$ cat src/rtl/cla_pkg.sv
// Shared definitions for the sequential carry-lookahead add/subtract unit.
package cla_pkg;

  localparam int unsigned CLA_W = 64;

  typedef enum logic [1:0] {
    IDLE = 2'd0,
    CALC = 2'd1,
    DONE = 2'd2
  } state_t;

  // Slice widths the datapath supports; the slice must also tile the operand.
  function automatic logic slice_w_legal(input int unsigned sw, input int unsigned w);
    return ((sw == 4) || (sw == 8) || (sw == 16) || (sw == 32)) && ((w % sw) == 0);
  endfunction

endpackage

$ cat src/rtl/cla_slice.sv
// One SLICE_W-bit carry-lookahead adder slice (combinational).
// c_msb (carry into the top bit) exists only when CLA_SEQ_OVF_EN is defined.
module cla_slice #(
  parameter int unsigned SLICE_W = 16
) (
  input  logic [SLICE_W-1:0] a,
  input  logic [SLICE_W-1:0] b,
  input  logic               cin,
  output logic [SLICE_W-1:0] sum,
  output logic               cout
`ifdef CLA_SEQ_OVF_EN
  ,
  output logic               c_msb
`endif
);

  logic [SLICE_W-1:0] g;
  logic [SLICE_W-1:0] p;
  logic [SLICE_W:0]   c;
  logic               run_g;
  logic               run_p;

  assign g = a & b;
  assign p = a ^ b;

  // Flat lookahead: every carry is a sum of generate terms gated by the
  // propagate chain above them, so no carry depends on another carry.
  always_comb begin
    c     = '0;
    run_g = 1'b0;
    run_p = 1'b1;
    c[0]  = cin;
    for (int unsigned i = 1; i <= SLICE_W; i++) begin
      run_g = 1'b0;
      run_p = 1'b1;
      for (int unsigned k = 0; k < i; k++) begin
        run_g = run_g | (run_p & g[i-1-k]);
        run_p = run_p & p[i-1-k];
      end
      c[i] = run_g | (run_p & cin);
    end
  end

  assign sum  = p ^ c[SLICE_W-1:0];
  assign cout = c[SLICE_W];
`ifdef CLA_SEQ_OVF_EN
  assign c_msb = c[SLICE_W-1];
`endif

endmodule

$ cat src/rtl/cla_seq_addsub_64.sv
// Multi-cycle W-bit add/subtract: one SLICE_W-bit lookahead slice is reused
// LSB-first over NSLICE cycles with the carry held in a register.
// Optional signed-overflow output enabled by defining CLA_SEQ_OVF_EN.
module cla_seq_addsub_64
  import cla_pkg::*;
#(
  parameter int unsigned W       = CLA_W,
  parameter int unsigned SLICE_W = 16
) (
  input  logic         clk,
  input  logic         rst,
  input  logic         in_valid,
  output logic         in_ready,
  input  logic [W-1:0] a,
  input  logic [W-1:0] b,
  input  logic         cin,
  input  logic         sub,
  output logic         out_valid,
  input  logic         out_ready,
  output logic [W-1:0] sum,
  output logic         cout
`ifdef CLA_SEQ_OVF_EN
  ,
  output logic         ovf
`endif
);

  localparam int unsigned NSLICE = W / SLICE_W;
  localparam int unsigned IDXW   = (NSLICE > 1) ? $clog2(NSLICE) : 1;
  localparam int unsigned BW     = $clog2(W);

  if (!slice_w_legal(SLICE_W, W)) begin : g_bad_slice_w
    $error("cla_seq_addsub_64: SLICE_W must be 4, 8, 16 or 32 and divide W");
  end

  state_t              state;
  state_t              state_next;
  logic [W-1:0]        a_q;
  logic [W-1:0]        b_q;
  logic [W-1:0]        sum_q;
  logic                carry_q;
  logic                cout_q;
  logic [IDXW-1:0]     slice_idx;
  logic                last_slice;
  logic [BW-1:0]       base;
  logic [SLICE_W-1:0]  slice_a;
  logic [SLICE_W-1:0]  slice_b;
  logic [SLICE_W-1:0]  slice_sum;
  logic                slice_cout;
`ifdef CLA_SEQ_OVF_EN
  logic                slice_cmsb;
  logic                ovf_q;
`endif

  // Slice select: bit offset of the active slice within the operands.
  always_comb begin
    base       = BW'(slice_idx) * BW'(SLICE_W);
    slice_a    = a_q[base +: SLICE_W];
    slice_b    = b_q[base +: SLICE_W];
    last_slice = (slice_idx == IDXW'(NSLICE - 1));
  end

  cla_slice #(
    .SLICE_W (SLICE_W)
  ) u_slice (
    .a     (slice_a),
    .b     (slice_b),
    .cin   (carry_q),
    .sum   (slice_sum),
    .cout  (slice_cout)
`ifdef CLA_SEQ_OVF_EN
    ,
    .c_msb (slice_cmsb)
`endif
  );

  // State register.
  always_ff @(posedge clk or negedge rst) begin
    if (!rst) begin
      state <= IDLE;
    end else begin
      state <= state_next;
    end
  end

  // Next-state and handshake outputs.
  always_comb begin
    state_next = state;
    in_ready   = 1'b0;
    out_valid  = 1'b0;
    case (state)
      IDLE: begin
        in_ready = 1'b1;
        if (in_valid) begin
          state_next = CALC;
        end
      end
      CALC: begin
        if (last_slice) begin
          state_next = DONE;
        end
      end
      DONE: begin
        out_valid = 1'b1;
        if (out_ready) begin
          state_next = IDLE;
        end
      end
      default: state_next = IDLE;
    endcase
  end

  // Operand capture, per-slice sum/carry update and final result flags.
  // Subtract is folded into capture (b inverted, carry-in forced to 1).
  always_ff @(posedge clk or negedge rst) begin
    if (!rst) begin
      a_q       <= '0;
      b_q       <= '0;
      sum_q     <= '0;
      carry_q   <= 1'b0;
      cout_q    <= 1'b0;
      slice_idx <= '0;
`ifdef CLA_SEQ_OVF_EN
      ovf_q     <= 1'b0;
`endif
    end else begin
      case (state)
        IDLE: begin
          if (in_valid) begin
            a_q       <= a;
            b_q       <= sub ? ~b : b;
            carry_q   <= sub | cin;
            slice_idx <= '0;
          end
        end
        CALC: begin
          sum_q[base +: SLICE_W] <= slice_sum;
          carry_q                <= slice_cout;
          if (last_slice) begin
            cout_q <= slice_cout;
`ifdef CLA_SEQ_OVF_EN
            ovf_q  <= slice_cout ^ slice_cmsb;
`endif
          end else begin
            slice_idx <= slice_idx + IDXW'(1);
          end
        end
        default: ;
      endcase
    end
  end

  assign sum  = sum_q;
  assign cout = cout_q;
`ifdef CLA_SEQ_OVF_EN
  assign ovf  = ovf_q;
`endif

endmodule

$ cat config.mk
export PLATFORM = sky130hd
export DESIGN_NAME = cla_seq_addsub_64
export DESIGN_NICKNAME = d
export VERILOG_FILES = /design/src/rtl/cla_pkg.sv /design/src/rtl/cla_slice.sv /design/src/rtl/cla_seq_addsub_64.sv
export SDC_FILE = /design/constraint.sdc
export NUM_CORES = 1
export LEC_CHECK = 0
export CAP_MARGIN = 20
export CORE_ASPECT_RATIO = 2
export CORE_MARGIN = 8
export CORE_UTILIZATION = 25
export DETAILED_ROUTE_END_ITERATION = 10
export SLEW_MARGIN = 10
export SYNTH_ARGS = -nofsm -noshare
export SYNTH_HDL_FRONTEND = slang
export SYNTH_SLANG_ARGS = --single-unit
$ cat constraint.sdc
create_clock -name clk -period 5.4 [get_ports clk]
set_input_delay 0.81 -clock clk [delete_from_list [all_inputs] [get_ports clk]]
set_output_delay 0.81 -clock clk [all_outputs]
set_load 0.05 [all_outputs]
-- After elaboration in Yosys (flattened, before gate mapping)
Cells that the tools add are included.
- bits in registers: 198
- output and inout bits: 67
- $add $sub $neg: 2
- equality and inequality tests: 7
- shifts and indexed selects: 4
- mux-type cells: 13
- bitwise gates (word level): 397
- reduce and logical (&&, ||, !) cells: 7
- operators with widths (kind ; number):
    bitwise AND 1 bit ; 256
    bitwise OR 1 bit ; 137
    variable part select 64 x 7 -> 16 bit ; 2
    bitwise mux 64 bit ; 1
    two-way mux 64 bit ; 1
    NOT 64 bit ; 1
    variable shift 16 x 8 -> 64 bit (first input constant) ; 1
    variable part select 16 x 8 -> 64 bit ; 1
    XOR 16 bit ; 2
    bitwise AND 16 bit ; 1
    two-way mux 2 bit ; 5
    != test 2 bit (second input constant) ; 4
    negation 6 -> 8 bit ; 1
    one-hot mux 2 bit (3 select lines) ; 1
    AND reduction 2 bit ; 3
    AND reduction 3 bit ; 2
    equality test 2 bit (second input constant) ; 2
    one-hot mux 2 bit (2 select lines) ; 1
    two-way mux 1 bit ; 3
    adder 2 x 1 -> 2 bit (second input constant) ; 1
    equality test 2 x 1 -> 1 bit (second input constant) ; 1
    zero test 2 bit ; 1
    one-hot mux 1 bit (2 select lines) ; 1
    nonzero test 2 bit ; 1

-- Depth between registers and ports, before layout
- depth after elaboration: 21
- depth in mapped cells: 11
- mapped depth without buffers: 8

-- Hierarchy
A second synthesis with hierarchy kept.
- cells, all modules: 775
- area, all modules: 9452.8 µm²
- modules (own cells, without submodules) (module ; times used ; cells each ; area each (µm²) ; seq. area each (µm²)):
    cla_seq_addsub_64 ; 1 ; 697 ; 8778.4 ; 4954.8
    cla_slice ; 1 ; 78 ; 674.4 ; 0.0

-- Worst setup path before layout
No wires, ideal clock.
- path type: reg2reg
- from: register slice_idx[0]
- to: register sum_q[11] (netlist: sum[11])
- setup time: 0.069 ns
- data arrival time: 3.103 ns
- path slack: 2.228 ns
- cell stages (with the launch flop): 11
- period minus slack after synthesis: 3.172 ns
- path through: dfrtp_1 buf_2 buf_2 mux4_2 ha_1 a21o_1 a21o_1 o21ai_0 a21boi_2 mux2_2 nand3_1
- cells in the longest elaborated chain, start to end: 21
- ends and longest elaborated chain (element ; line ; source):
    from (decl) ; cla_seq_addsub_64.sv:43 ; logic [IDXW-1:0] slice_idx;
    from (signal assigned) ; cla_seq_addsub_64.sv:145 ; slice_idx <= slice_idx + IDXW'(1);
    variable part select 64 x 7 -> 16 bit (on tied branches) ; cla_seq_addsub_64.sv:58, cla_seq_addsub_64.sv:59 ;
    XOR 16 bit or bitwise AND 16 bit (tied branches) ; cla_slice.sv:24, cla_slice.sv:23 ;
    bitwise AND 1 bit (on tied branches) ; cla_slice.sv:37, cla_slice.sv:38 ;
    bitwise OR 1 bit (tied with other cells) (13 in a row) ; cla_slice.sv:37 ; run_g = run_g | (run_p & g[i-1-k]);
    bitwise OR 1 bit or bitwise AND 1 bit (tied branches) ; cla_slice.sv:37, cla_slice.sv:40 ;
    bitwise OR 1 bit ; cla_slice.sv:40 ; c[i] = run_g | (run_p & cin);
    XOR 16 bit ; cla_slice.sv:44 ; assign sum = p ^ c[SLICE_W-1:0];
    variable part select 16 x 8 -> 64 bit ; cla_seq_addsub_64.sv:137 ; sum_q[base +: SLICE_W] <= slice_sum;
    bitwise mux 64 bit (*) ; cla_seq_addsub_64.sv:137 ;
    to (signal, indexed assignment) ; cla_seq_addsub_64.sv:137 ;
    to (decl) ; cla_seq_addsub_64.sv:40 ; logic [W-1:0] sum_q;
Every way passes the cells marked *; elsewhere a longest branch is shown, timed or not.
A chain may end at the register's enable or synchronous reset.

-- Worst setup path after layout
- from: register slice_idx[0]
- to: register sum_q[43] (netlist: sum[43])
Same word-level chain as after synthesis.

==> results.py <==
metrics = {
    "synth": {
        "synth_top_area_share_pct": 52.24,
        "async_flop_share_pct": 100.0,
        "synth_area_um2": 9484,
        "synthMostInstantiatedCell": "nand2_1",
        "yosysSeqAreaShare_pct": 52.24,
        "netlist_instances": 912,
        "synth_cell_types": 49,
        "ys.flop_type": "dfrtp_1",
        "syn-num-nets": 1070,
        "ys_warn_count": 0,
        "synth.ff_latch_count": 198,
        "synth_edf_count": 0,
        "yosys.area.top_type": "dfrtp_1",
        "synth_common_cells": "288 x nand2_1, 198 x dfrtp_1, 91 x o21ai_0",
        "ys_top_cells_by_area": "dfrtp_1 52%, nand2_1 11%, mux4_2 7.6%",
        "syn_area_per_cell_um2": 10.40,
    },
    "floorplanning": {
        "core_um2": 37660,
        "die_width_um": 153.7,
        "ios": 201,
        "fp.dieH_um": 291.5,
        "fp-row-count": 101,
        "start_util_pct": 25.18,
        "die_area_um2": 44800,
    },
    "clock_tree": {
        "postCtsSetupBuffers": 0,
        "clock-sinks": 198,
        "cts_tree": "built",
        "clockRootBuffer": "clkbuf_16",
        "hold_buffers": 0,
        "clk_path_buf_depth": 2,
        "clock_latency_ns": 0.46,
        "cts_resized": 0,
        "htree_levels": 4,
        "numCtsBuffers": 17,
        "clk_pin_slew_ns": 0.08,
    },
    "power_and_ir_drop": {
        "power_mw": 8.170,
        "power_density_nw_per_um2": 652.3,
        "p_leak_nw": 5.487,
        "irDropWorstVdd_v": 0.0003580,
    },
    "timing": {
        "fin_crit_sh_pct": 72.07,
        "slew_violations": 0,
        "fin_tns_setup_ns": 0,
        "setup_viol": 0,
        "clock.fmax_mhz": 257.0,
        "clock_skew_ns": 0.01612,
        "finalHoldViolCount": 0,
        "slew_headroom_pct": 33.03,
        "layout_setup_ws_ns": 1.508,
        "period_needed_ns": 3.892,
        "rsz0062_at_grt": "no",
        "worstMarginPinSlew_ns": 1.005,
    },
    "drt": {
        "wl_met2_um": 12070,
        "wl_per_cell_um": 17.88,
        "dr_wl_met3_um": 1947,
        "wl_um": 27950,
        "drc": 0,
        "viasPerCell": 4.676,
        "drt_iter0_markers": 531,
        "dr.pass1.iters": 5,
        "wl_met1_um": 13220,
        "antenna_left": 0,
        "highest_layer": "met4",
        "via_count": 7308,
    },
    "worst_hold_path": {
        "holdPathEnd": "a_q[59]",
        "hold_path_depth": 2,
        "hp-start": "a_q[59]",
        "holdCritPathClass": "reg2reg",
    },
    "worst_setup_path": {
        "end_kind": "flip-flop",
        "r2r_cells": 9,
        "cp_max_fo": 24,
        "startpoint_type": "flip-flop",
        "required_ns": 5.80,
        "crit_type": "reg2reg",
        "reg2reg_to": "sum[43]",
        "rr_startpoint": "slice_idx[0]",
        "rrSetupSlack_ns": 1.51,
        "worstPathArrival_ns": 4.29,
    },
    "place": {
        "dpl.cell_count": 1530,
        "port_buffers": 200,
        "dp_slack_ns": 1.499,
        "gp_congestion": 0.8546,
        "dp_hpwl_um": 21380,
    },
    "grt": {
        "grt_max_degree": 124,
        "grt_pass1_wl_um": 44460,
        "antenna_found_initial": 0,
        "grtUsageTotal_pct": 12.63,
        "grt_overflow": 0,
        "grt_pass1_vias": 7693,
    },
    "run": {
        "maxCapViolCount": 0,
    },
    "layout": {
        "nets": 1246,
        "drive_above_1_share_pct": 8.636,
        "syn2layout_area_growth_pct": 32.06,
        "n_fill_cell": 3815,
        "antenna_cells": 0,
        "fin_util_pct": 33.26,
        "finalNonFillerCells": 1563,
    },
    "outcome": {
        "status": "completed",
    },
}
[how the worst max path moves through the flow]
stage	startpoint	to	slack (ns)	depth (start not counted)
after floorplan	slice_idx[0]	sum[11]	2.23	10
after global placement	slice_idx[0]	sum[31]	1.60	9
after detailed placement	slice_idx[0]	sum[31]	1.50	9
after CTS	slice_idx[0]	sum[31]	1.47	9
after global routing	slice_idx[0]	sum[43]	1.15	9
final	slice_idx[0]	sum[43]	1.51	9
[power breakdown]
part	internal [mW]	switching (mW)	total, mW
registers	2.07	0.418	2.49
clock network	0.610	0.615	1.22
logic	1.67	2.78	4.45
[per-layer routing]
metal	vias up	track usage (%)
met4	0	4.612
met3	36	3.491
met2	296	18.38
met1	3511	17.53
met5	-	0
li1	3465	-
[cells in the final DEF, fill, tap and decap left out, drive strengths merged, types with 2 or more instances in the layout]
master,instances
nand2,288
clkdlybuf4s50,198
dfrtp,198
o21ai,93
xnor2,70
a22o,44
mux4,32
ha,23
inv,19
clkbuf,18
a21oi,14
nor2,13
buf,11
nand3,8
nand4,7
nor3,7
clkinv,6
xor2,5
nand2b,4
a32o,4
nor2b,3
or3,3
a21o,3
o21a,3
a211oi,2
and3,2
nand3b,2
mux2,2
a21boi,2
a221oi,2
[layout make-up]
cell class | instances | area, µm² | area share (%)
Multi-Input combinational cell | 649 | 4282 | 34.19
Clock buffer | 17 | 425.4 | 3.397
Timing Repair Buffer | 210 | 2095 | 16.72
Tap cell | 463 | 579.3 | 4.625
Sequential cell | 198 | 4957 | 39.58
Clock inverter | 14 | 141.4 | 1.129
Inverter | 12 | 45.04 | 0.3596
[state kept, by name, summed over array words and instances, names as in the netlist]
| name | cells |
|---|---|
| state | 2 |
| sum | 64 |
| carry_q | 1 |
| a_q | 64 |
| cout | 1 |
| b_q | 64 |
| slice_idx | 2 |
[kinds of logic (layout without fill, tap and decap cells)]
kind of cell / after synthesis / in the layout / synth area share, %
AND/OR/NAND/NOR: 341 / 341 / 14.63
flip-flops: 198 / 198 / 52.24
AO/OA/AOI/OAI: 175 / 175 / 12.41
XOR/XNOR: 75 / 75 / 6.926
buffers and inverters: 65 / 253 / 2.705
multiplexers: 34 / 34 / 7.836
adder cells (fa/ha/maj): 24 / 24 / 3.245
[worst max-delay path: stages, from the launching register on]
cell	delay, ns
dfrtp_2	0.86
buf_4	0.45
mux4_2	0.57
ha_1	0.36
a21o_1	0.21
a21o_1	0.20
o21ai_0	0.27
a21boi_2	0.44
mux2_2	0.39
nand3_1	0.07
[stage by stage]
| stage | hold slack [ns] | area [µm²] |
|---|---|---|
| 4_1_cts | 0.4778 | 12490 |
| 3_5_place_dp | 0.4587 | 11930 |
| 6_report | 0.4730 | 12520 |
| 3_3_place_gp | 0.4550 | 11920 |
| 2_1_floorplan | 0.4403 | 9484 |
| 5_1_grt | 0.4915 | 12520 |
Note: power is estimated with default switching activity, not from simulation.
